<file path="config.mk">
export PLATFORM = sky130hd
export DESIGN_NAME = aes_round_sequencer
export DESIGN_NICKNAME = d
export VERILOG_FILES = /design/src/rtl/aes_pkg.sv /design/src/rtl/aes_add_round_key.sv /design/src/rtl/aes_round_sequencer.sv
export SDC_FILE = /design/constraint.sdc
export NUM_CORES = 1
export LEC_CHECK = 0
export CAP_MARGIN = 40
export CORE_AREA = 2 2 252 254
export DETAILED_ROUTE_END_ITERATION = 6
export DIE_AREA = 0 0 254 256
export GPL_ROUTABILITY_DRIVEN = 0
export GPL_TIMING_DRIVEN = 0
export MAX_ROUTING_LAYER = met4
export PLACE_DENSITY = 0.38
export SYNTH_ARGS = -nofsm -noshare
export SYNTH_HDL_FRONTEND = slang
export SYNTH_SLANG_ARGS = --single-unit
</file>
<file path="constraint.sdc">
create_clock -name clk -period 3.1 [get_ports clk]
set_input_delay 0.62 -clock clk [delete_from_list [all_inputs] [get_ports clk]]
set_output_delay 0.62 -clock clk [all_outputs]
set_load 0.1 [all_outputs]
</file>
<file path="src/rtl/aes_pkg.sv">
// ---------------------------------------------------------------------------
// aes_pkg
//   Shared constants and types for the iterative AES controller.
//   - NR_128 / NR_192 / NR_256 : round counts for the three AES key sizes
//   - CNT_W                    : width of the round counter
//   - seq_state_t              : sequencer FSM states
// ---------------------------------------------------------------------------
package aes_pkg;

  localparam int NR_128 = 10;
  localparam int NR_192 = 12;
  localparam int NR_256 = 14;

  // Wide enough to count to 14, the largest round count.
  localparam int CNT_W = 4;

  typedef enum logic [1:0] {
    IDLE  = 2'd0,
    ROUND = 2'd1,
    DONE  = 2'd2
  } seq_state_t;

endpackage

</file>
<file path="src/rtl/aes_add_round_key.sv">
// ---------------------------------------------------------------------------
// aes_add_round_key
//   AddRoundKey step: bitwise XOR of a 128-bit block with a round key.
//   Ports:
//     block     in  128  data block
//     round_key in  128  round key
//     result    out 128  block ^ round_key
// ---------------------------------------------------------------------------
module aes_add_round_key (
  input  logic [127:0] block,
  input  logic [127:0] round_key,
  output logic [127:0] result
);

  assign result = block ^ round_key;

endmodule

</file>
<file path="src/rtl/aes_round_sequencer.sv">
// ---------------------------------------------------------------------------
// aes_round_sequencer
//   Iterative AES encryption controller. Holds the 128-bit cipher state and
//   the round counter, walks one block through an external combinational
//   round datapath, and hands the ciphertext out over a valid/ready pair.
//   Ports:
//     clk, rst_n      clock (rising edge), async active-low reset
//     in_valid/ready  plaintext handshake, in_data is the plaintext block
//     key_round       round-key index requested from the key schedule
//     key_in          round key for key_round (combinational, same cycle)
//     rnd_in          cipher state presented to the round datapath
//     rnd_mix_en      MixColumns enable for the round datapath
//     rnd_out         round datapath result
//     out_valid/ready ciphertext handshake, out_data is the state register
//     busy            high while a block is in ROUND or DONE
// ---------------------------------------------------------------------------
module aes_round_sequencer
  import aes_pkg::*;
#(
  parameter int NR = NR_128
) (
  input  logic             clk,
  input  logic             rst_n,
  input  logic             in_valid,
  output logic             in_ready,
  input  logic [127:0]     in_data,
  output logic [CNT_W-1:0] key_round,
  input  logic [127:0]     key_in,
  output logic [127:0]     rnd_in,
  output logic             rnd_mix_en,
  input  logic [127:0]     rnd_out,
  output logic             out_valid,
  input  logic             out_ready,
  output logic [127:0]     out_data,
  output logic             busy
);

  localparam logic [CNT_W-1:0] NR_CNT = CNT_W'(NR);

  seq_state_t       state_q, state_d;
  logic [CNT_W-1:0] cnt_q, cnt_d;
  logic [127:0]     data_q, data_d;
  logic [127:0]     ark_block;
  logic [127:0]     ark_result;

  // The single AddRoundKey XOR is shared: in IDLE it whitens the incoming
  // plaintext with round key 0, in ROUND it folds the round key into the
  // datapath result.
  assign ark_block = (state_q == IDLE) ? in_data : rnd_out;

  aes_add_round_key u_ark (
    .block     (ark_block),
    .round_key (key_in),
    .result    (ark_result)
  );

  // The state register always feeds both the round datapath and the
  // ciphertext output, so out_data is stable for as long as DONE holds.
  assign rnd_in   = data_q;
  assign out_data = data_q;
  assign busy     = (state_q != IDLE);

  // State, counter and cipher-state registers. Reset discards any block
  // in flight and returns to an empty IDLE.
  always_ff @(posedge clk or negedge rst_n) begin
    if (!rst_n) begin
      state_q <= IDLE;
      cnt_q   <= '0;
      data_q  <= '0;
    end else begin
      state_q <= state_d;
      cnt_q   <= cnt_d;
      data_q  <= data_d;
    end
  end

  // Next-state and output decode. IDLE accepts a block and applies the
  // initial AddRoundKey; ROUND runs one full round per cycle with MixColumns
  // skipped on the last round; DONE holds the ciphertext until it is taken.
  always_comb begin
    state_d    = state_q;
    cnt_d      = cnt_q;
    data_d     = data_q;
    in_ready   = 1'b0;
    out_valid  = 1'b0;
    key_round  = '0;
    rnd_mix_en = 1'b0;
    unique case (state_q)
      IDLE: begin
        in_ready = 1'b1;
        if (in_valid) begin
          data_d  = ark_result;
          cnt_d   = CNT_W'(1);
          state_d = ROUND;
        end
      end
      ROUND: begin
        key_round  = cnt_q;
        rnd_mix_en = (cnt_q != NR_CNT);
        data_d     = ark_result;
        if (cnt_q == NR_CNT) begin
          cnt_d   = '0;
          state_d = DONE;
        end else begin
          cnt_d = cnt_q + CNT_W'(1);
        end
      end
      DONE: begin
        out_valid = 1'b1;
        if (out_ready) begin
          state_d = IDLE;
        end
      end
      default: begin
        state_d = IDLE;
      end
    endcase
  end

endmodule

</file>
==> results.json, run 1 <==
{
  "status": "complete, no violations",
  "ctsHoldBuffers": 0,
  "synth_edf_count": 0,
  "clk_path_buf_depth": 2,
  "cp_max_fo": 11,
  "syn-num-nets": 1240,
  "start_util": 0.134,
  "area_growth_syn_to_layout_pct": 159,
  "synth-main-ff-cell": "dfrtp_1",
  "rows": 92,
  "cp_cell_sequence": "buf_6 > buf_12 > buf_6 > nor2_4 > inv_1 > clkdlybuf4s50_1 > buf_8",
  "max_slew_margin": 0.583,
  "cts_buffers": 17,
  "synthCells": 850,
  "dieArea_um2": 65000,
  "synth_top_area_share": 0.401,
  "fill_cells": 6238,
  "top_layer": "met4",
  "yosys-top-cells-count": "buf_4 (142), dfrtp_1 (134), nand2_1 (134), mux2i_1 (128), xor2_1 (128)",
  "dp_hpwl_mm": 38.9,
  "postCtsSetupBuffers": 0,
  "synth-seq-area-share": 0.401,
  "wl_per_cell_um": 17.6,
  "required_ns": 2.48,
  "insertion_delay_ns": 0.48,
  "rsz0062_at_grt": "no",
  "m1WireLength_mm": 18.0,
  "hold_viol_final": 0,
  "setup_violations": 0,
  "grt_overflow": 0,
  "synth_area_per_cell_um2": 9.83,
  "drt_iter0_drc": 268,
  "yosys_warnings": 0,
  "port_buffers": 651,
  "ys_top_cells_by_area": "dfrtp_1 (40%), mux2i_1 (15%), xor2_1 (13%)",
  "fin_crit_sh": 0.946,
  "grt_pass1_wl_mm": 67.0,
  "worst_ep_arrival_time_ns": 2.31,
  "vias": 9295,
  "antenna_found_initial": 5,
  "cts_root_buffer": "clkbuf_16",
  "netlist-cell-type-count": 26,
  "numClockSinks": 134,
  "dr_wl_met3_mm": 2.57,
  "drt_wl_total_mm": 46.5,
  "dr.pass1.iters": 6,
  "r2r_cells": 7,
  "cap_violations": 0,
  "crit_slowest_cell": "clkdlybuf4s50_1",
  "startpoint_type": "flip-flop",
  "die_y_um": 256,
  "yosysMostFrequentCell": "buf_4",
  "synth-seq-cells": 134,
  "fin_crit_ns": 2.93,
  "synth_area_um2": 8360,
  "worst_slew_pin_slew_ns": 0.624,
  "slew_violations": 0,
  "met2WireLength_mm": 24.7,
  "htreeDepth": 4,
  "drc_errors": 0,
  "num_io_pins": 652,
  "grt_pass1_vias": 10328,
  "hold_class": "input pin to asynchronous set/reset pin",
  "grt_max_degree": 76,
  "drive_above_1_share": 0.258,
  "grtUsageTotal": 0.147,
  "cts_tree": "done",
  "vias_per_cell": 3.52,
  "final_antenna_net_count": 0,
  "endpoint_kind": "primary output",
  "max_freq_ghz": 0.341,
  "slowest_delay_ns": 0.50,
  "crit_type": "flip-flop to primary output",
  "fp.dieW_um": 254,
  "synth_top_area_cell": "dfrtp_1",
  "ys_async_sr_fraction": 1.00,
  "critPathMostFrequentCell": "buf_6",
  "setup_tns_ns": 0,
  "nets": 2169,
  "skew_ns": 0.0112,
  "core_area_um2": 62400,
  "clk_pin_slew_worst_paths_ns": 0.07
}
cell type report:
type | instances | area (um2) | share of cell area
well taps | 846 | 1060 | 0.0488
repair buffers | 910 | 11600 | 0.534
clock buffers | 21 | 480 | 0.0222
plain buffers | 171 | 1280 | 0.0589
multi-input cells | 539 | 3720 | 0.172
flip-flops and latches | 134 | 3350 | 0.155
inverters | 6 | 22.5 | 0.00104
diodes | 6 | 15.0 | 0.000693
clock inverters | 11 | 169 | 0.00779
metal layers:
metal  track usage  vias up
li1              -     4546
met1         0.155     4339
met2         0.261      356
met3        0.0348       54
met4        0.0598        0
met5             -        -
logic make-up after synthesis:
| family | share of synthesized area |
|---|---|
| and+or+nand+nor | 0.0672 |
| xor gates and xnor gates | 0.135 |
| AOI/OAI and AO/OA | 0.0859 |
| buffers and inverters | 0.154 |
| muxes | 0.153 |
| adders and majority gates | 0.00299 |
| DFF | 0.401 |
sequential cells by signal, indices dropped and copies added, names as in the netlist:
name,flops
cnt_q,4
state_q,2
out_data,128
worst paths after layout:
kind,slack [ns],to,from
setup / recovery,0.17,busy,state_q[0]
hold / removal,0.08,out_data[84],rst_n
setup reg to reg,1.07,out_data[62],state_q[0]
hold reg to reg,0.51,out_data[7],out_data[7]
max in group asynchronous,2.17,out_data[23],rst_n
min in group clk,0.51,out_data[7],out_data[7]
worst max-delay path: cells and delay by family (launching register included):
kind,cells,cell delay [ns]
and+or+nand+nor,1,0.09
DFF,1,0.34
buffers and inverters,6,1.36
metrics by stage:
step | hold WS [ns] | std cells | cell area [um2] | setup WS [ns] | util
finish | 0.0759 | 2644 | 21700 | 0.167 | 0.347
detailed placement | 0.501 | 2612 | 21100 | 0.255 | 0.338
global placement | 0.490 | 2347 | 15900 | -5.11 | 0.255
floorplan | 0.324 | 850 | 8360 | 0.142 | -
CTS | 0.0580 | 2638 | 21700 | 0.0466 | 0.347
global route | 0.0812 | 2643 | 21700 | 0.0332 | 0.347
timing repair:
item / CTS / global route
resized for setup: 4 / 0
setup endpoints to repair: 8 / 0
hold endpoints to repair: 0 / 0
cells in the final DEF, fill, tap and decap left out, drive strengths merged:
cell,instances
clkinv,4
o21ai,130
mux2i,128
nor2b,1
nand2,134
clkbuf,33
o21bai,1
clkinvlp,1
o41ai,1
ha,2
clkdlybuf4s50,643
a22o,1
inv,8
buf,425
and2b,1
xor2,128
a21o,1
and2,3
dfrtp,134
xnor2,1
nor2,3
nor3b,1
nand3b,1
a22oi,1
diode,6
dlygate4sd2,1
o2bb2ai,1
bufinv,4
Power of run 1 is not shown: default switching activity piles up to over one toggle a cycle in this logic, so the estimate is an artifact.
==> run 2, diff against run 1 <==
Settings changed: PLACE_DENSITY 0.38 to 0.4.
Clock period 3.1 ns to 2.5 ns, I/O delays scaled along.
==> results.json, run 2 (synthesis gave the netlist of run 1 again) <==
{
  "crit_type": "flip-flop to primary output",
  "layout_commonest_cell": "clkdlybuf4s50_1",
  "drc_errors": 0,
  "dr_wl_met3_mm": 2.96,
  "antenna_found_initial": 11,
  "slowest_delay_ns": 0.57,
  "grtUsageTotal": 0.146,
  "fin_crit_ns": 2.43,
  "grt_pass1_wl_mm": 67.0,
  "r2r_start": "state_q[0]",
  "core_area_um2": 62400,
  "numClockSinks": 134,
  "cts_tree": "done",
  "clk_path_buf_depth": 2,
  "r2r_cells": 7,
  "path_delay_family": "buffers and inverters",
  "worst_slew_pin_slew_ns": 0.670,
  "drt_wl_total_mm": 46.0,
  "grt_pass1_vias": 10253,
  "worst_ep_arrival_time_ns": 1.93,
  "pre_cts_ws_ns": -0.181,
  "nets": 2171,
  "cp_cell_sequence": "buf_4 > clkdlybuf4s50_1 > buf_8",
  "startpoint_type": "flip-flop",
  "m1WireLength_mm": 18.3,
  "insertion_delay_ns": 0.47,
  "area_growth_syn_to_layout_pct": 158,
  "rows": 92,
  "max_slew_margin": 0.553,
  "fin_area_um2": 21600,
  "hp-start": "out_data[2]",
  "rsz0062_at_grt": "no",
  "grt_max_degree": 71,
  "drive_above_1_share": 0.264,
  "top_layer": "met4",
  "required_ns": 2.00,
  "htreeDepth": 4,
  "r2r-end": "out_data[54]",
  "dr.pass1.iters": 4,
  "die_y_um": 256,
  "hold-path-endpoint": "out_data[2]",
  "crit_slowest_cell": "dfrtp_1",
  "vias_per_cell": 3.52,
  "num_io_pins": 652,
  "hold_class": "flip-flop to flip-flop",
  "largest_reg_flops": 128,
  "wl_per_cell_um": 17.4,
  "fp.dieW_um": 254,
  "placed_cell_area_um2": 21000,
  "drt_iter0_drc": 282,
  "clk_pin_slew_worst_paths_ns": 0.06,
  "hold_viol_final": 0,
  "slew_violations": 0,
  "endpoint_kind": "primary output",
  "final_cell_mix": "clkdlybuf4s50_1 (642), buf_8 (181), buf_4 (145)",
  "cap_violations": 0,
  "cp_num_buf_inv": 3,
  "worstHoldPathCells": 2,
  "dieArea_um2": 65000,
  "dp_hpwl_mm": 39.0,
  "start_util": 0.134,
  "cts_buffers": 17,
  "cts_root_buffer": "clkbuf_16",
  "fin_crit_sh": 0.970,
  "max_freq_ghz": 0.412,
  "status": "complete, no violations",
  "setup_violations": 0,
  "reg2reg_slack_ns": 0.38,
  "met2WireLength_mm": 23.7,
  "cp_max_fo": 3,
  "finalWorstSetupSlack_ns": 0.0739,
  "vias": 9335,
  "skew_ns": 0.00804,
  "crit_start": "out_data[61]",
  "grt_overflow": 0,
  "final_antenna_net_count": 0,
  "port_buffers": 651
}
## run 2: changes by cell type in the layout (fill, tap and decap cells not counted), moves of 3 or more
cell / before / now
and2_1: 3 / 0
buf_16: 91 / 85
buf_4: 142 / 145
buf_8: 175 / 181
diode_2: 6 / 9
## run 2: metal layers
| metal | vias up | global-route usage |
|---|---|---|
| met3 | 44 | 0.0335 |
| met2 | 358 | 0.249 |
| met5 | - | - |
| li1 | 4565 | - |
| met4 | 0 | 0.0541 |
| met1 | 4368 | 0.166 |
## run 2: worst max path at each step
| stage | to | slack (ns) | cells past startpoint |
|---|---|---|---|
| 5_1_grt | rnd_in[61] | 0.06 | 3 |
| 3_5_place_dp | rnd_mix_en | -0.18 | 7 |
| 2_1_floorplan | busy | 0.13 | 5 |
| 6_report | rnd_in[61] | 0.07 | 3 |
| 4_1_cts | key_round[1] | -0.09 | 6 |
| 3_3_place_gp | out_data[12] | -5.59 | 1 |
## run 2: final cells by class
cell class	instances	area (um2)
multi-input cells	539	3740
fillers	6210	40800
flip-flops and latches	134	3350
well taps	846	1060
diodes	9	22.5
plain buffers	171	1280
repair buffers	912	11500
clock inverters	13	145
inverters	6	22.5
clock buffers	19	453
## run 2: stage by stage
stage               cells  hold slack (ns)  utilization  setup TNS (ns)
finish               2649            0.508        0.346               0
global route         2649            0.541        0.346               0
CTS                  2640            0.520        0.346          -0.374
detailed placement   2612            0.488        0.336           -6.60
global placement     2347            0.493        0.256         -753.09
floorplan             850            0.204            -               0
## run 2: what timing repair did
action,in CTS,in global routing
resized for setup,12,3
endpoints found under the hold margin,29,0
hold buffers,1,0
pin swaps,1,0
setup endpoints to repair,8,5
setup buffers,3,1
## run 2: tightest hold or removal path: cells and delay by family (launching register included)
family,cells,cell delay (ns)
compound gates,1,0.06
flops,1,0.36
simple gates,1,0.05
Power of run 2 is left out for the same reason.
